<file path="config.mk">
export PLATFORM = sky130hd
export DESIGN_NAME = btn_toggle_bank_flat
export DESIGN_NICKNAME = d
export VERILOG_FILES = /design/src/rtl/btn_toggle_bank_pkg.sv /design/src/rtl/btn_toggle_bank_if.sv /design/src/rtl/btn_toggle_bank_debounce.sv /design/src/rtl/btn_toggle_bank.sv /design/src/flat_wrapper.sv
export SDC_FILE = /design/constraint.sdc
export NUM_CORES = 1
export LEC_CHECK = 0
export ABC_AREA = 0
export BUFFER_PORTS_ARGS = -buffer_cell sky130_fd_sc_hd__buf_2
export CAP_MARGIN = 25
export CORE_MARGIN = 3
export CORE_UTILIZATION = 60
export DETAILED_ROUTE_END_ITERATION = 6
export PLACE_DENSITY = 0.77
export SLEW_MARGIN = 5
export SYNTH_ARGS = -nofsm -noshare
export SYNTH_HDL_FRONTEND = slang
export SYNTH_HIERARCHICAL = 1
export SYNTH_SLANG_ARGS = --single-unit
</file>
<file path="constraint.sdc">
create_clock -name sysclk -period 3.4 [get_ports sysclk]
set_clock_uncertainty 0.1 [all_clocks]
set_input_delay 0.85 -clock sysclk [delete_from_list [all_inputs] [get_ports sysclk]]
set_output_delay 0.85 -clock sysclk [all_outputs]
set_load 0.1 [all_outputs]
</file>
<file path="src/rtl/btn_toggle_bank_pkg.sv">
// Shared mode encoding and timing defaults for the button/LED front end.
// Also provides the counter-width helper used by the debounce, pulse and blink counters.
package btn_pkg;

    typedef enum logic [1:0] {
        MODE_TOGGLE    = 2'b00,
        MODE_MOMENTARY = 2'b01,
        MODE_PULSE     = 2'b10,
        MODE_BLINK     = 2'b11
    } mode_e;

    localparam int DEF_N_CH         = 2;
    localparam int DEF_DB_CYCLES    = 120000;
    localparam int DEF_PULSE_CYCLES = 1200000;
    localparam int DEF_BLINK_HALF   = 3000000;

    // Width needed to hold 0..n-1, never narrower than one bit.
    function automatic int cnt_w(input int n);
        return (n <= 2) ? 1 : $clog2(n);
    endfunction

endpackage

</file>
<file path="src/rtl/btn_toggle_bank_if.sv">
// Button/LED pin bundle: raw buttons and mode in, LED drive, press pulses and debounced levels out.
// master drives btn/mode (board or bench side); slave is the btn_toggle_bank itself.
interface btn_toggle_bank_if #(
    parameter int N_CH = 2
);
    import btn_pkg::*;

    logic [N_CH-1:0] btn;
    mode_e           mode;
    logic [N_CH-1:0] led;
    logic [N_CH-1:0] press;
    logic [N_CH-1:0] db_level;

    modport master (output btn, output mode, input led, input press, input db_level);
    modport slave  (input btn, input mode, output led, output press, output db_level);

endinterface

</file>
<file path="src/rtl/btn_toggle_bank_debounce.sv">
// One channel: 2-FF synchroniser, stable-count debounce filter, registered rising-edge press pulse.
// Latency: pin to db_level 2+DB_CYCLES edges, press one edge after db_level rises.
// Backpressure: none; the pin is sampled every cycle.
module btn_debounce
    import btn_pkg::*;
#(
    parameter int DB_CYCLES = DEF_DB_CYCLES
) (
    input  logic sysclk,
    input  logic rst_n,
    input  logic btn,
    output logic db_level,
    output logic press
);

    localparam int                 DBC_W   = cnt_w(DB_CYCLES);
    localparam logic [DBC_W-1:0]   DBC_MAX = DBC_W'(DB_CYCLES - 1);

    logic             s1_q, s1_d;
    logic             s2_q, s2_d;
    logic             lvl_q, lvl_d;
    logic             lvl_dly_q, lvl_dly_d;
    logic             press_q, press_d;
    logic [DBC_W-1:0] dbc_q, dbc_d;

    always_comb begin
        s1_d      = btn;
        s2_d      = s1_q;
        lvl_d     = lvl_q;
        dbc_d     = dbc_q;
        lvl_dly_d = lvl_q;
        press_d   = lvl_q & ~lvl_dly_q;
        // Any sample agreeing with the accepted level restarts the count.
        if (s2_q == lvl_q) begin
            dbc_d = '0;
        end else if (dbc_q == DBC_MAX) begin
            lvl_d = s2_q;
            dbc_d = '0;
        end else begin
            dbc_d = dbc_q + 1'b1;
        end
    end

    always_ff @(posedge sysclk) begin
        if (!rst_n) begin
            s1_q      <= 1'b0;
            s2_q      <= 1'b0;
            lvl_q     <= 1'b0;
            lvl_dly_q <= 1'b0;
            press_q   <= 1'b0;
            dbc_q     <= '0;
        end else begin
            s1_q      <= s1_d;
            s2_q      <= s2_d;
            lvl_q     <= lvl_d;
            lvl_dly_q <= lvl_dly_d;
            press_q   <= press_d;
            dbc_q     <= dbc_d;
        end
    end

    assign db_level = lvl_q;
    assign press    = press_q;

endmodule

</file>
<file path="src/rtl/btn_toggle_bank.sv">
// N-channel button front end: debounced press pulses drive LEDs in toggle/momentary/pulse/blink mode.
// Latency: led follows press (toggle/pulse/blink) or db_level (momentary) by one edge.
// Backpressure: none; all channels run every cycle and are independent.
module btn_toggle_bank
    import btn_pkg::*;
#(
    parameter int N_CH         = DEF_N_CH,
    parameter int DB_CYCLES    = DEF_DB_CYCLES,
    parameter int PULSE_CYCLES = DEF_PULSE_CYCLES,
    parameter int BLINK_HALF   = DEF_BLINK_HALF
) (
    input  logic              sysclk,
    input  logic              rst_n,
    btn_toggle_bank_if.slave  io
);

    localparam int              PC_W    = cnt_w(PULSE_CYCLES + 1);
    localparam int              BC_W    = cnt_w(BLINK_HALF);
    localparam logic [PC_W-1:0] PC_LOAD = PC_W'(PULSE_CYCLES);
    localparam logic [BC_W-1:0] BC_MAX  = BC_W'(BLINK_HALF - 1);

    logic [N_CH-1:0] db;
    logic [N_CH-1:0] press;

    for (genvar gi = 0; gi < N_CH; gi++) begin : g_ch
        btn_debounce #(
            .DB_CYCLES (DB_CYCLES)
        ) u_debounce (
            .sysclk   (sysclk),
            .rst_n    (rst_n),
            .btn      (io.btn[gi]),
            .db_level (db[gi]),
            .press    (press[gi])
        );
    end

    logic [BC_W-1:0]            bc_q, bc_d;
    logic                       phase_q, phase_d;
    logic [N_CH-1:0]            tog_q, tog_d;
    logic [N_CH-1:0]            led_q, led_d;
    logic [N_CH-1:0][PC_W-1:0]  pc_q, pc_d;

    always_comb begin
        bc_d    = (bc_q == BC_MAX) ? '0 : bc_q + 1'b1;
        phase_d = phase_q ^ (bc_q == BC_MAX);

        tog_d = tog_q;
        if (io.mode == MODE_TOGGLE || io.mode == MODE_BLINK) begin
            tog_d = tog_q ^ press;
        end

        pc_d  = '0;
        led_d = '0;
        for (int i = 0; i < N_CH; i++) begin
            // Pulse counter only lives while PULSE is selected; a press reloads rather than extends.
            if (io.mode == MODE_PULSE) begin
                if (press[i]) begin
                    pc_d[i] = PC_LOAD;
                end else if (pc_q[i] != '0) begin
                    pc_d[i] = pc_q[i] - 1'b1;
                end
            end
            case (io.mode)
                MODE_TOGGLE:    led_d[i] = tog_d[i];
                MODE_MOMENTARY: led_d[i] = db[i];
                MODE_PULSE:     led_d[i] = (pc_d[i] != '0);
                MODE_BLINK:     led_d[i] = tog_d[i] & phase_d;
                default:        led_d[i] = 1'b0;
            endcase
        end
    end

    always_ff @(posedge sysclk) begin
        if (!rst_n) begin
            bc_q    <= '0;
            phase_q <= 1'b0;
            tog_q   <= '0;
            led_q   <= '0;
            pc_q    <= '0;
        end else begin
            bc_q    <= bc_d;
            phase_q <= phase_d;
            tog_q   <= tog_d;
            led_q   <= led_d;
            pc_q    <= pc_d;
        end
    end

    assign io.led      = led_q;
    assign io.press    = press;
    assign io.db_level = db;

endmodule

</file>
<file path="src/flat_wrapper.sv">
// flat-port wrapper written by rule: the top's interface ports become plain ports
module btn_toggle_bank_flat import btn_pkg::*;
#(
    parameter int N_CH         = DEF_N_CH,
    parameter int DB_CYCLES    = DEF_DB_CYCLES,
    parameter int PULSE_CYCLES = DEF_PULSE_CYCLES,
    parameter int BLINK_HALF   = DEF_BLINK_HALF
)
  (sysclk, rst_n, io_btn, io_mode, io_led, io_press, io_db_level);
  btn_toggle_bank_if #(.N_CH(N_CH)) io_i ();
  input  logic sysclk;
  input  logic rst_n;
  input wire logic [$bits(io_i.btn)-1:0] io_btn;
  input wire logic [$bits(io_i.mode)-1:0] io_mode;
  output wire logic [$bits(io_i.led)-1:0] io_led;
  output wire logic [$bits(io_i.press)-1:0] io_press;
  output wire logic [$bits(io_i.db_level)-1:0] io_db_level;
  assign io_i.btn = io_btn;
  assign io_i.mode = io_mode;
  assign io_led = io_i.led;
  assign io_press = io_i.press;
  assign io_db_level = io_i.db_level;
  btn_toggle_bank #(.N_CH(N_CH), .DB_CYCLES(DB_CYCLES), .PULSE_CYCLES(PULSE_CYCLES), .BLINK_HALF(BLINK_HALF)) u_core (.sysclk(sysclk), .rst_n(rst_n), .io(io_i));
endmodule
</file>
Word level (Yosys, flattened, before mapping)
Index checks and enable logic that the tools add are counted. W data, S select, Z words.

Multiplexer cells: 9. Bitwise logic cells: 11. Equality and inequality tests: 8. $add $sub $neg: 5. Reduce and logical (&&, ||, !) cells: 11.

Operators with widths (number): $mux W21 (6); $reduce_bool A21 Y1 (4); $sub A21 B1 Y21 const B (2); $add A17 B1 Y17 const B (2); $eq A17 B17 Y1 const B (2); $add A22 B1 Y22 const B (1); $eq A22 B22 Y1 const B (1); $pmux W1 S4 (2); $reduce_or A3 Y1 (2); $not A1 Y1 (5); $and A1 B1 Y1 (4); $eq A2 B2 Y1 const B (2); $reduce_and A2 Y1 (2); $eq A1 B1 Y1 (2); $eq A2 B1 Y1 const B (1); $logic_not A2 Y1 (1); $mux W2 (1); $reduce_or A2 Y1 (1); $xor A2 B2 Y2 (1); $logic_or A1 B1 Y1 (1); $xor A1 B1 Y1 (1).

Register bits: 113. Bits of input ports: 6. Output and inout bits: 6. Word-level logic and storage cells: 62.

Depth between registers and ports, before layout
Depth after elaboration: 6. Depth in mapped cells: 9.

By module
Netlist, hierarchy kept.

Modules (own cells, without submodules): btn_toggle_bank (cells each 433, area each 3575.9 um^2, times used 1, sequential area each 1381.3 um^2); btn_debounce (cells each 101, area each 924.6 um^2, times used 2, sequential area each 440.4 um^2).

Worst setup path after synthesis
OpenSTA, ideal clock, no wires.

Path kind: reg2reg. Start point: register u_core/pc_q[32] (netlist name). End point: register u_core.led_q[1] (netlist: u_core/io.led[1]). Arrival time: 2.324 ns. Stages on the path, launching flop included: 10. Setup slack: 0.840 ns. Period minus slack after synthesis: 2.560 ns. Buffers on the path: 3. Data required time: 3.164 ns. Setup time: 0.136 ns. Cells stage by stage: dfxtp_1 -> buf_6 -> or4_4 -> buf_6 -> or2_4 -> or4_1 -> buf_2 -> a21o_1 -> nor4_2 -> a41oi_1.

Word-level cells in the longest chain between the ends: 6. Elaborated cells on any way between the ends: 7. Those cells by class: 1 x add/sub; 4 x mux; 2 x reduce/logical.

Ends and longest elaborated chain: start: declaration (line btn_toggle_bank.sv:41) `logic [N_CH-1:0][PC_W-1:0] pc_q, pc_d;`; start signal: assignment (line btn_toggle_bank.sv:85) `pc_q <= pc_d;`; $sub A21 B1 Y21 or $reduce_bool A21 Y1 (tied branches) (line btn_toggle_bank.sv:60, btn_toggle_bank.sv:59); $mux W21 * (line btn_toggle_bank.sv:59) `end else if (pc_q[i] != '0) begin`; $mux W21 * (line btn_toggle_bank.sv:57) `if (press[i]) begin`; $mux W21 * (line btn_toggle_bank.sv:56) `if (io.mode == MODE_PULSE) begin`; $reduce_bool A21 Y1 * (line btn_toggle_bank.sv:66) `MODE_PULSE: led_d[i] = (pc_d[i] != '0);`; $pmux W1 S4 * (line btn_toggle_bank.sv:63) `case (io.mode)`; end signal: assignment (line btn_toggle_bank.sv:84) `led_q <= led_d;`; end: declaration (line btn_toggle_bank.sv:40) `logic [N_CH-1:0] led_q, led_d;`.

Every way passes the cells marked *; elsewhere a longest branch is shown, timed or not. A chain may end at the register's enable or synchronous reset.

Final worst setup path
Start point: register u_core/pc_q[13] (netlist name). End point: register u_core/pc_q[18] (netlist name).

Word-level cells in the longest chain between the ends: 4. Elaborated cells on any way between the ends: 5. Those cells by class: 1 x add/sub; 3 x mux; 1 x reduce/logical.

Ends and longest elaborated chain (line): $sub A21 B1 Y21 or $reduce_bool A21 Y1 (tied branches) (btn_toggle_bank.sv:60, btn_toggle_bank.sv:59); $mux W21 * (btn_toggle_bank.sv:59); $mux W21 * (btn_toggle_bank.sv:57); $mux W21 * (btn_toggle_bank.sv:56).

Marked as above.

==> results.md <==
* Status: completed
* GRT Util Overall at 0.236
* # rows at 34
* Final ANT Viol Nets at 0
* Core area at 8760 sq um
* Final worst-path cycle share at 0.796
* HPWL after DPL at roughly 7.4 mm
* Hold Path Class: flop to flop
* Mapped Area at 5430 sq um
* Max Freq at 370 MHz
* Syn_nets at 650
* Wire per inst at 14.4 microns
* DRC at 0
* VDD IR max at 0.000690 V
* Largest net degree at the start of global routing at 22
* Global-route wire length before repair at 19.8 mm
* Logic pwr share at 0.485
* Most frequent cells in the layout: nor2_1 (127), dfxtp_1 (113), xnor2_1 (60)
* GRT met2 Usage at 0.404
* CP endpoint kind: flop
* Sequential area share after synthesis at 0.417
* Syn Area/Cell at approximately 8.5 sq um
* Combined buffer and inverter count along the critical path at 0
* Ranking of synthesized cells by area: dfxtp_1 (42%), xnor2_1 (9.7%), nor2_1 (8.8%), xor2_1 (3.9%), nand4_1 (2.5%)
* Htree depth at 4
* I/O Buffers at 11
* Number of diodes at 0
* Post-synth ARST share at 0
* Yosys top cell by area: dfxtp_1
* WL final at 11.0 mm
* Post-route minimum period at roughly 2700 ps
* Die span in x at roughly 100 microns
* Commonest non-fill, non-tap cell in the layout: nor2_1
* Post-CTS Setup Bufs at 0
* Setup violations, final at 0
* Max transition margin at 0.541
* R2R setup slack at 690 ps
* Vias per inst at ~5.8
* Post-synth EDFFs at 0
* #FFs+latches synth at 113
* Synth warnings at 6
* CP cell instances: or4_1, or3_1, nor4_4, nand2_1, nand2_1, nor2_1
* Worst-path clk slew at 60 ps
* R2R Path Start: u_core/pc_q[13]
* Synth top area share at 0.417
* CTS tree: done
* Hold buffer count at CTS at 0
* Hold path cells at 1
* Worst Path Max Fanout at 12
* Design area at 6090 sq um
* Post-CTS resize count at 0
* Initial antenna violation count at 0
* Synth cell types at 54
* GR Overflow Total at 0
* Max Slew Vio Count at 0
* RSZ-0062 raised after global routing: no
* Largest stage delay on the critical path at roughly 600 ps
* Routability Congestion at slightly above 0.9
* Vias at roughly 4400
* Global Route met1 Usage at 0.292
* Die ar. at 10200 sq um
* Clock power frac at 0.259
* Hold EP: u_core/g_ch[0].u_debounce/press
* Clock sink total at 113
* Synth Instances at 635
* Clk root buf: clkbuf_8
* CP startpoint kind: flop
* Power density cells at 1060 nW/um^2
* Setup TNS at 0 ps
* Sequential power share at 0.256
* Initial Utilization at 0.619
* Fraction of layout cells with a size suffix above 1 at 0.0941
* Fin. Hold Viols at 0
* HP Start: u_core/g_ch[0].u_debounce/lvl_dly_q
* # nets final at 661
* Met3 usage at 0.0637
* Initial drt markers at ~180
* Vias in the first global route at 4354
* Ports at 12
* Initial DRT Pass Iterations at 4
* Worst skew pair latency at 510 ps
* Critical path arrival at 2980 ps
* Worst-Margin Slew at 687 ps
* Switching share of power at 0.400
* DP Area at between 5000 and 6000 sq um
* CP required at 3680 ps
* Top FF cell, synth: dfxtp_1
* Worst r2r dst: u_core/pc_q[18]
* P&R area growth vs syn at 12.3%
* WS Path Type: flop to flop
* Busiest grt layer: met2
* CTS Buffer Depth at 2
* Most used cell, CP: nand2_1
* Leakage at 0.00223 uW
* Top delay family on crit path: simple AND/OR/NAND/NOR gates
* Cells on worst reg2reg path at 6
* Total CTS buffers at 17
* Int Power at 3870 uW
* Sw power at approximately 2600 uW
* Max-cap viol count at 0
* Slowest CP cell: or4_1
* Die Ht at 101 microns
==> synth_stat cells, drive strengths merged (9+ instances only) <==
| cell type | number |
|---|---|
| nor4 | 22 |
| dfxtp | 113 |
| nor2 | 127 |
| xnor2 | 60 |
| inv | 22 |
| a21oi | 22 |
| nand4 | 22 |
| nor2b | 10 |
| or4 | 14 |
| o21ai | 11 |
| nor3 | 19 |
| xor2 | 24 |
| nand3 | 25 |
| nand2 | 34 |
| ha | 9 |
| clkbuf | 18 |
==> per-layer routing <==
layer | vias up | wire, microns
li1 | 2238 | -
met1 | 2065 | 4940
met2 | 107 | 5430
met3 | 14 | 511
met4 | 0 | 137
met5 | - | 0
==> registers in the layout (all words and copies together), names as in the netlist <==
name                              flops
u_core/g_ch.u_debounce/press          2
u_core/phase_q                        1
u_core/g_ch.u_debounce/s2_q           2
u_core/g_ch.u_debounce/db_level       2
u_core/io.led                         2
u_core/g_ch.u_debounce/lvl_dly_q      2
u_core/tog_q                          2
u_core/g_ch.u_debounce/s1_q           2
u_core/bc_q                          22
u_core/g_ch.u_debounce/dbc_q         34
u_core/pc_q                          42
==> power groups by stage <==
stage / clock network (uW) / logic [uW] / registers, uW
global route: 1770 / 3490 / 1680
finish: 1670 / 3130 / 1650
floorplan: 0 / 2530 / 1670
detailed placement: 0 / 3040 / 1670
global placement: 0 / 3030 / 1660
CTS: 1700 / 3100 / 1650
==> per-stage QoR <==
| step | cells | utilization | hold slack (ps) | setup slack (ps) | total power (uW) |
|---|---|---|---|---|---|
| floorplan | 635 | - | 268 | 840 | 4200 |
| global placement | 735 | 0.631 | 272 | 843 | 4690 |
| detailed placement | 735 | 0.631 | 273 | 750 | 4710 |
| CTS | 767 | 0.695 | 281 | 701 | 6440 |
| global route | 767 | 0.695 | 289 | 446 | 6930 |
| finish | 767 | 0.695 | 280 | 694 | 6450 |
==> cell families after synthesis <==
group | Yosys count | synth area share
AO/OA/AOI/OAI | 59 | 0.0759
adder cells (fa/ha/maj) | 9 | 0.0208
AND/OR/NAND/NOR | 322 | 0.309
XOR/XNOR | 84 | 0.136
multiplexers | 2 | 0.00369
buffers and inverters | 46 | 0.0378
flip-flops | 113 | 0.417
==> how the worst max path moves through the flow <==
stage / to / cells after the start / slack, ps / start
CTS: u_core/pc_q[18] / 6 / 700 / u_core/pc_q[13]
detailed placement: u_core/pc_q[18] / 6 / 750 / u_core/pc_q[13]
floorplan: u_core/io.led[1] / 9 / 840 / u_core/pc_q[32]
global route: u_core/pc_q[16] / 6 / 450 / u_core/pc_q[9]
global placement: u_core/io.led[1] / 6 / 840 / u_core/pc_q[34]
finish: u_core/pc_q[18] / 6 / 690 / u_core/pc_q[13]
==> area by class of cell <==
class                           instances  area, sq um
Clock inverter                         14          145
Multi-Input combinational cell        476         2960
Sequential cell                       113         2260
Timing Repair Buffer                   16         92.6
Tap cell                              108          135
Clock buffer                           18          418
Fill cell                             682         2670
Inverter                               22         82.6
Note: power is estimated with default switching activity, not from simulation.
